[src/rtl/dmem_responder_pkg.sv]
// Shared definitions for the data-memory responder: default sizes and FSM state encodings.
package dmem_responder_pkg;

  localparam int DMEM_DEPTH  = 4;
  localparam int DMEM_ADDR_W = 12;
  localparam int DMEM_DATA_W = 32;

  typedef enum logic [1:0] {
    IDLE    = 2'd0,
    RD_WAIT = 2'd1,
    WR_WAIT = 2'd2
  } dmem_state_e;

endpackage

[src/rtl/dmem_responder_store_buffer.sv]
// Posted-write FIFO with a combinational youngest-first address lookup.
// Push and pop take effect at the clock edge; the caller keeps push low when full.
module store_buffer #(
  parameter int  DEPTH  = 4,
  parameter int  ADDR_W = 12,
  parameter int  DATA_W = 32,
  localparam int PTR_W  = $clog2(DEPTH),
  localparam int CNT_W  = PTR_W + 1
) (
  input  logic              clk_i,
  input  logic              rst_i,
  input  logic              push_i,
  input  logic [ADDR_W-1:0] push_addr_i,
  input  logic [DATA_W-1:0] push_data_i,
  input  logic              pop_i,
  input  logic [ADDR_W-1:0] lookup_addr_i,
  output logic              full_o,
  output logic              empty_o,
  output logic [ADDR_W-1:0] head_addr_o,
  output logic [DATA_W-1:0] head_data_o,
  output logic              hit_o,
  output logic [DATA_W-1:0] hit_data_o
);

  logic [ADDR_W-1:0] addr_q [DEPTH];
  logic [DATA_W-1:0] data_q [DEPTH];
  logic [DEPTH-1:0]  valid_q, valid_d;
  logic [PTR_W-1:0]  head_q, head_d;
  logic [PTR_W-1:0]  tail_q, tail_d;
  logic [CNT_W-1:0]  count_q, count_d;
  logic [PTR_W-1:0]  scan_idx;

  always_comb begin
    head_d  = head_q;
    tail_d  = tail_q;
    valid_d = valid_q;
    if (pop_i) begin
      valid_d[head_q] = 1'b0;
      head_d          = head_q + PTR_W'(1);
    end
    if (push_i) begin
      valid_d[tail_q] = 1'b1;
      tail_d          = tail_q + PTR_W'(1);
    end
    count_d = count_q + CNT_W'(push_i) - CNT_W'(pop_i);
  end

  always_ff @(posedge clk_i or posedge rst_i) begin
    if (rst_i) begin
      head_q  <= '0;
      tail_q  <= '0;
      count_q <= '0;
      valid_q <= '0;
    end else begin
      head_q  <= head_d;
      tail_q  <= tail_d;
      count_q <= count_d;
      valid_q <= valid_d;
    end
  end

  always_ff @(posedge clk_i) begin
    if (push_i) begin
      addr_q[tail_q] <= push_addr_i;
      data_q[tail_q] <= push_data_i;
    end
  end

  // Scan oldest to youngest so the last match found is the youngest store.
  always_comb begin
    hit_o      = 1'b0;
    hit_data_o = '0;
    scan_idx   = '0;
    for (int i = 0; i < DEPTH; i++) begin
      scan_idx = head_q + PTR_W'(i);
      if (valid_q[scan_idx] && (addr_q[scan_idx] == lookup_addr_i)) begin
        hit_o      = 1'b1;
        hit_data_o = data_q[scan_idx];
      end
    end
  end

  assign full_o      = (count_q == CNT_W'(DEPTH));
  assign empty_o     = (count_q == '0);
  assign head_addr_o = addr_q[head_q];
  assign head_data_o = data_q[head_q];

endmodule

[src/rtl/dmem_responder.sv]
// Data-memory responder: posted stores drain to backing RAM, loads forward from the buffer or miss to RAM.
// Load hits return one cycle later; stall is raised while the buffer is full or a load miss is outstanding.
module dmem_responder
  import dmem_responder_pkg::*;
#(
  parameter int DEPTH  = DMEM_DEPTH,
  parameter int ADDR_W = DMEM_ADDR_W,
  parameter int DATA_W = DMEM_DATA_W
) (
  input  logic              clock,
  input  logic              ctrl_reset,
  input  logic [ADDR_W-1:0] address_dmem,
  input  logic [DATA_W-1:0] data,
  input  logic              wren,
  input  logic              rden,
  output logic [DATA_W-1:0] q_dmem,
  output logic              q_valid,
  output logic              stall,
  output logic              mem_req,
  output logic              mem_we,
  output logic [ADDR_W-1:0] mem_addr,
  output logic [DATA_W-1:0] mem_wdata,
  input  logic              mem_ack,
  input  logic [DATA_W-1:0] mem_rdata
);

  dmem_state_e       state_q, state_d;
  logic [DATA_W-1:0] q_dmem_q, q_dmem_d;
  logic              q_valid_q, q_valid_d;
  logic              rd_done_q, rd_done_d;
  logic              mem_req_q, mem_req_d;
  logic              mem_we_q, mem_we_d;
  logic [ADDR_W-1:0] mem_addr_q, mem_addr_d;
  logic [DATA_W-1:0] mem_wdata_q, mem_wdata_d;

  logic              sb_full, sb_empty, sb_hit;
  logic [ADDR_W-1:0] sb_head_addr;
  logic [DATA_W-1:0] sb_head_data, sb_hit_data;
  logic              load_req, miss_pend, push, pop;

  // A simultaneous wren+rden is treated as a store only.
  assign load_req  = rden && !wren;
  assign miss_pend = load_req && !sb_hit && !rd_done_q;
  assign push      = wren && !sb_full;
  assign pop       = (state_q == WR_WAIT) && mem_ack;
  assign stall     = !ctrl_reset && ((wren && sb_full) || miss_pend);

  store_buffer #(
    .DEPTH (DEPTH),
    .ADDR_W(ADDR_W),
    .DATA_W(DATA_W)
  ) u_sb (
    .clk_i        (clock),
    .rst_i        (ctrl_reset),
    .push_i       (push),
    .push_addr_i  (address_dmem),
    .push_data_i  (data),
    .pop_i        (pop),
    .lookup_addr_i(address_dmem),
    .full_o       (sb_full),
    .empty_o      (sb_empty),
    .head_addr_o  (sb_head_addr),
    .head_data_o  (sb_head_data),
    .hit_o        (sb_hit),
    .hit_data_o   (sb_hit_data)
  );

  always_ff @(posedge clock or posedge ctrl_reset) begin
    if (ctrl_reset) begin
      state_q     <= IDLE;
      q_dmem_q    <= '0;
      q_valid_q   <= 1'b0;
      rd_done_q   <= 1'b0;
      mem_req_q   <= 1'b0;
      mem_we_q    <= 1'b0;
      mem_addr_q  <= '0;
      mem_wdata_q <= '0;
    end else begin
      state_q     <= state_d;
      q_dmem_q    <= q_dmem_d;
      q_valid_q   <= q_valid_d;
      rd_done_q   <= rd_done_d;
      mem_req_q   <= mem_req_d;
      mem_we_q    <= mem_we_d;
      mem_addr_q  <= mem_addr_d;
      mem_wdata_q <= mem_wdata_d;
    end
  end

  // Read misses beat drains in IDLE since the pipeline is frozen on them.
  always_comb begin
    state_d = state_q;
    case (state_q)
      IDLE: begin
        if (miss_pend)      state_d = RD_WAIT;
        else if (!sb_empty) state_d = WR_WAIT;
      end
      RD_WAIT: if (mem_ack) state_d = IDLE;
      WR_WAIT: if (mem_ack) state_d = IDLE;
      default: state_d = IDLE;
    endcase
  end

  always_comb begin
    q_dmem_d    = load_req && sb_hit ? sb_hit_data : q_dmem_q;
    q_valid_d   = load_req && sb_hit && !rd_done_q;
    rd_done_d   = 1'b0;
    mem_req_d   = mem_req_q;
    mem_we_d    = mem_we_q;
    mem_addr_d  = mem_addr_q;
    mem_wdata_d = mem_wdata_q;
    case (state_q)
      IDLE: begin
        if (miss_pend) begin
          mem_req_d  = 1'b1;
          mem_we_d   = 1'b0;
          mem_addr_d = address_dmem;
        end else if (!sb_empty) begin
          mem_req_d   = 1'b1;
          mem_we_d    = 1'b1;
          mem_addr_d  = sb_head_addr;
          mem_wdata_d = sb_head_data;
        end
      end
      RD_WAIT: begin
        if (mem_ack) begin
          mem_req_d = 1'b0;
          q_dmem_d  = mem_rdata;
          q_valid_d = 1'b1;
          rd_done_d = 1'b1;
        end
      end
      WR_WAIT: begin
        if (mem_ack) begin
          mem_req_d = 1'b0;
          mem_we_d  = 1'b0;
        end
      end
      default: ;
    endcase
  end

  assign q_dmem    = q_dmem_q;
  assign q_valid   = q_valid_q;
  assign mem_req   = mem_req_q;
  assign mem_we    = mem_we_q;
  assign mem_addr  = mem_addr_q;
  assign mem_wdata = mem_wdata_q;

endmodule

[config.mk]
export PLATFORM = sky130hd
export DESIGN_NAME = dmem_responder
export DESIGN_NICKNAME = d
export VERILOG_FILES = /design/src/rtl/dmem_responder_pkg.sv /design/src/rtl/dmem_responder_store_buffer.sv /design/src/rtl/dmem_responder.sv
export SDC_FILE = /design/constraint.sdc
export NUM_CORES = 1
export LEC_CHECK = 0
export CORE_UTILIZATION = 58
export DETAILED_ROUTE_END_ITERATION = 16
export GPL_ROUTABILITY_DRIVEN = 0
export PLACE_DENSITY = 0.81
export SYNTH_ARGS = -nofsm -noshare
export SYNTH_HDL_FRONTEND = slang
export SYNTH_HIERARCHICAL = 1
export SYNTH_SLANG_ARGS = --single-unit
[constraint.sdc]
create_clock -name clock -period 5.7 [get_ports clock]
set_input_delay 0.855 -clock clock [delete_from_list [all_inputs] [get_ports clock]]
set_output_delay 0.855 -clock clock [all_outputs]
set_load 0.005 [all_outputs]
==> summary.txt <==
Run status
  – Status: complete, no violations

Cells and area
  – Cell Count, Final, Fillers Out: about 1,600
  – Footprint of the multi-input gates: 7697 um^2
  – Layout cells sized above 1: around a quarter
  – Final Util: 68.92%
  – Register area: between 7000 and 8000 um^2
  – Leading cell types in the layout, fill and taps excluded: 176 x edfxtp_1, 161 x mux4_2, 160 x clkdlybuf4s50_1
  – Net count, final: 1,285
  – Fillers: roughly 1,800
  – Commonest non-fill, non-tap cell in the layout: edfxtp_1
  – Final instance area: 18,630 um^2
  – Syn-to-layout area delta: 16.47%

STA
  – Setup Skew: around 0.018 ns
  – RSZ-0062 raised after global routing: false
  – # setup viols final: 0
  – Measured slew at the worst slew-check pin: 1.135 ns
  – Final Critical Period: about 5.5 ns
  – Final Max Tran Viols: 0
  – Fin crit share: a little over nine tenths
  – Fmax: ~180 MHz
  – Final hold vios: 0
  – Worst relative slew slack: between 20% and 30%
  – Total negative slack: 0 ns

Hold path
  – Worst Hold Class: reg -> reg
  – Hold Startpoint: rd_done_q$_DFF_PP0_
  – Hold endpoint: q_valid$_DFF_PP0_
  – Min-Delay Path Depth: 1

Die
  – Initial Util: between 50% and 60%
  – Die ar.: 28,240 um^2
  – Die W: about 170 um
  – Core footprint: around 27,000 um^2
  – # IOs: 161
  – # rows: 60
  – Height of the die: 168.1 um

Place
  – Placed cell count: 1,501
  – Post-DP Area: roughly 18,000 um^2
  – Dpl hpwl: approximately 22 mm
  – Port-buffer cells: 160

Route
  – DR top layer: met4
  – M1 WL: 14.13 mm
  – Via density: approximately 6.5
  – Pre-Repair DR Iteration Count: 5
  – WL met3: between 2 and 3 mm
  – Starting DRT DRC Count: ~700
  – Routed WL per cell: between 20 and 25 um
  – Routed WL: about 35 mm
  – DRC viols: 0
  – ANT nets after route: 0
  – Vias: 10,110
  – Routed met2 length: 17.66 mm

Setup path
  – Endpoint type of the worst setup path: output port
  – Critical Path Max Stage Delay: between 0.6 and 0.7 ns
  – Reg2reg setup slack: 0.93 ns
  – Slowest cell on the critical path: buf_4
  – FF-to-FF End: mem_wdata[4]$_DFFE_PP0P_
  – Crit Path Max Fanout: 60
  – CP required: 4.85 ns
  – Critical-path cell list: buf_4, buf_4, mux4_2, xnor2_1, nand2_1, a2111oi_2, nand4_1, nand4b_1, or4b_1, a21oi_1, clkdlybuf4s50_1
  – Critical Path Start Type: register
  – R2R Path Start: u_sb/head_q[1]$_DFFE_PP0P_
  – Crit-path most repeated cell: buf_4
  – Register-to-Register Path Depth: 12
  – WS Path Type: reg -> out
  – WP data arrival: approximately 4.6 ns

Yosys
  – Library cells used by synthesis: around 60
  – Syn Inst Count: 1,073
  – Register bit total from synthesis: ~270
  – Syn_area_per_cell: about 15 um^2
  – Syn nets: 1,168
  – Async SR Flop Fraction: roughly 35%
  – Post-synth EDFFs: between 150 and 200
  – Seq/Total Area, Yosys: between 40% and 50%
  – YS warnings: 6
  – Post-Syn Area: approximately 16,000 um^2
  – Top_reg_cell synth: edfxtp_1

Global route
  – Grt total ovfl: 0
  – Vias in the first global route: between 10,000 and 15,000
  – Total GRT Usage: 25.68%
  – Initial antenna violation count: 3
  – First-pass GRT wire length: roughly 56 mm
  – Largest net degree at the start of global routing: about 150

Clock tree
  – CTS tree: yes
  – Postcts setup bufs: 0
  – Hold Buf Count CTS: 0
  – CTS sink cnt: around 270
  – Post-CTS sizing: 0
  – Clock latency on the worst-skew pair: around 0.55 ns
  – CTS max path bufs: 3
  – H-tree depth: 1
  – Clk slew on worst S/H paths: 0.06 ns
  – CTS Buf Count: 28
  – Clk root buf: clkbuf_16

Power
  – Pwr Total: roughly 0.010 W
  – Static Leakage: around 6.9 nW
  – Maximum vdd drop: ~350 uV
  – Pwr/cell area: approximately 550 nW/um^2

Job
  – Max-cap violations: 0
==> state kept, by name (all words and copies together), names as in the netlist <==
register      flops
u_sb/data_q     128
u_sb/addr_q      48
mem_wdata        32
q_dmem           32
mem_addr         12
u_sb/valid_q      4
u_sb/count_q      3
state_q           2
u_sb/head_q       2
u_sb/tail_q       2
mem_req           1
mem_we            1
q_valid           1
rd_done_q         1
==> layout make-up <==
cell class	instances	share of cell area [%]
clock buffers	41	4.185
inverters	49	1.001
repair buffers	181	9.512
well taps	341	2.291
diodes	3	0.04030
multi-input cells	661	41.32
clock inverters	11	0.7389
flip-flops and latches	269	40.91
==> power by group <==
group	switching [W]	total (W)	internal, W	leakage, nW
combinational	0.00225	0.00525	0.00300	3.80
clock	0.000730	0.00181	0.00108	0.448
sequential	0.000407	0.00314	0.00273	2.68
==> per-stage QoR <==
step                hold slack [ns]  setup slack (ns)
CTS                          0.4848            0.2742
global route                 0.4874           0.09873
floorplan                    0.4315            0.6236
detailed placement           0.4735            0.8550
global placement             0.4713            0.8955
finish                       0.4898            0.2356
==> worst max-delay path by stage <==
stage                                           from    end  slack (ns)  cells past startpoint
after floorplan           u_sb/head_q[1]$_DFFE_PP0P_  stall        0.62                     17
final                     u_sb/head_q[1]$_DFFE_PP0P_  stall        0.24                     11
after global placement    u_sb/head_q[1]$_DFFE_PP0P_  stall        0.90                     11
after global routing      u_sb/head_q[1]$_DFFE_PP0P_  stall         0.1                     11
after detailed placement  u_sb/head_q[1]$_DFFE_PP0P_  stall        0.85                     11
after CTS                 u_sb/head_q[1]$_DFFE_PP0P_  stall        0.27                     11
==> kinds of logic after synthesis <==
kind of cell / Yosys count / share of synthesized area, %
AO/OA/AOI/OAI: 150 / 7.158
XOR/XNOR: 58 / 3.176
adder cells (fa/ha/maj): 14 / 1.142
buffers and inverters: 143 / 4.397
flip-flops: 269 / 47.60
multiplexers: 268 / 30.55
AND/OR/NAND/NOR: 171 / 5.977
==> cells in the mapped netlist, types with 2 or more instances <==
cell type | count | area [um^2]
a21o_1 | 4 | 30.03
a21oi_1 | 45 | 225.2
a2bb2oi_1 | 12 | 105.1
a31oi_1 | 2 | 12.51
and2_1 | 37 | 231.5
and4_1 | 2 | 17.52
buf_1 | 9 | 33.78
buf_12 | 3 | 60.06
buf_2 | 34 | 170.2
buf_4 | 6 | 45.04
buf_6 | 7 | 78.83
clkbuf_1 | 35 | 131.4
dfrtp_1 | 93 | 2327
edfxtp_1 | 176 | 5285
ha_1 | 13 | 162.7
inv_1 | 49 | 183.9
mux2_2 | 5 | 56.30
mux2_4 | 30 | 450.4
mux2i_1 | 70 | 700.7
mux4_1 | 2 | 52.55
mux4_2 | 161 | 3626
nand2_1 | 18 | 67.56
nand2b_1 | 3 | 18.77
nand3_1 | 4 | 20.02
nand4_1 | 8 | 50.05
nor2_1 | 39 | 146.4
nor3_1 | 3 | 15.01
o211ai_1 | 34 | 255.2
o21a_1 | 2 | 15.01
o21ai_0 | 7 | 35.03
o221a_1 | 31 | 349.1
o22ai_1 | 2 | 12.51
o2bb2ai_1 | 3 | 26.28
or2_0 | 2 | 12.51
or2_1 | 19 | 118.9
or2_2 | 24 | 150.1
xnor2_1 | 40 | 350.3
xor2_1 | 18 | 157.7
==> worst max-delay path: cells and delay by family (launching register included) <==
family / cells / cell delay (ns)
xor gates and xnor gates: 1 / 0.14
and+or+nand+nor: 4 / 1.06
DFF: 1 / 0.40
AOI/OAI and AO/OA: 2 / 0.21
muxes: 1 / 0.41
buffers and inverters: 3 / 1.78
==> layer usage <==
layer / up-vias / global-route usage [%]
met4: 0 / 7.747
li1: 4477 / -
met5: - / 0
met2: 409 / 44.13
met3: 62 / 3.785
met1: 5164 / 34.19
Note: power is estimated with default switching activity, not from simulation.
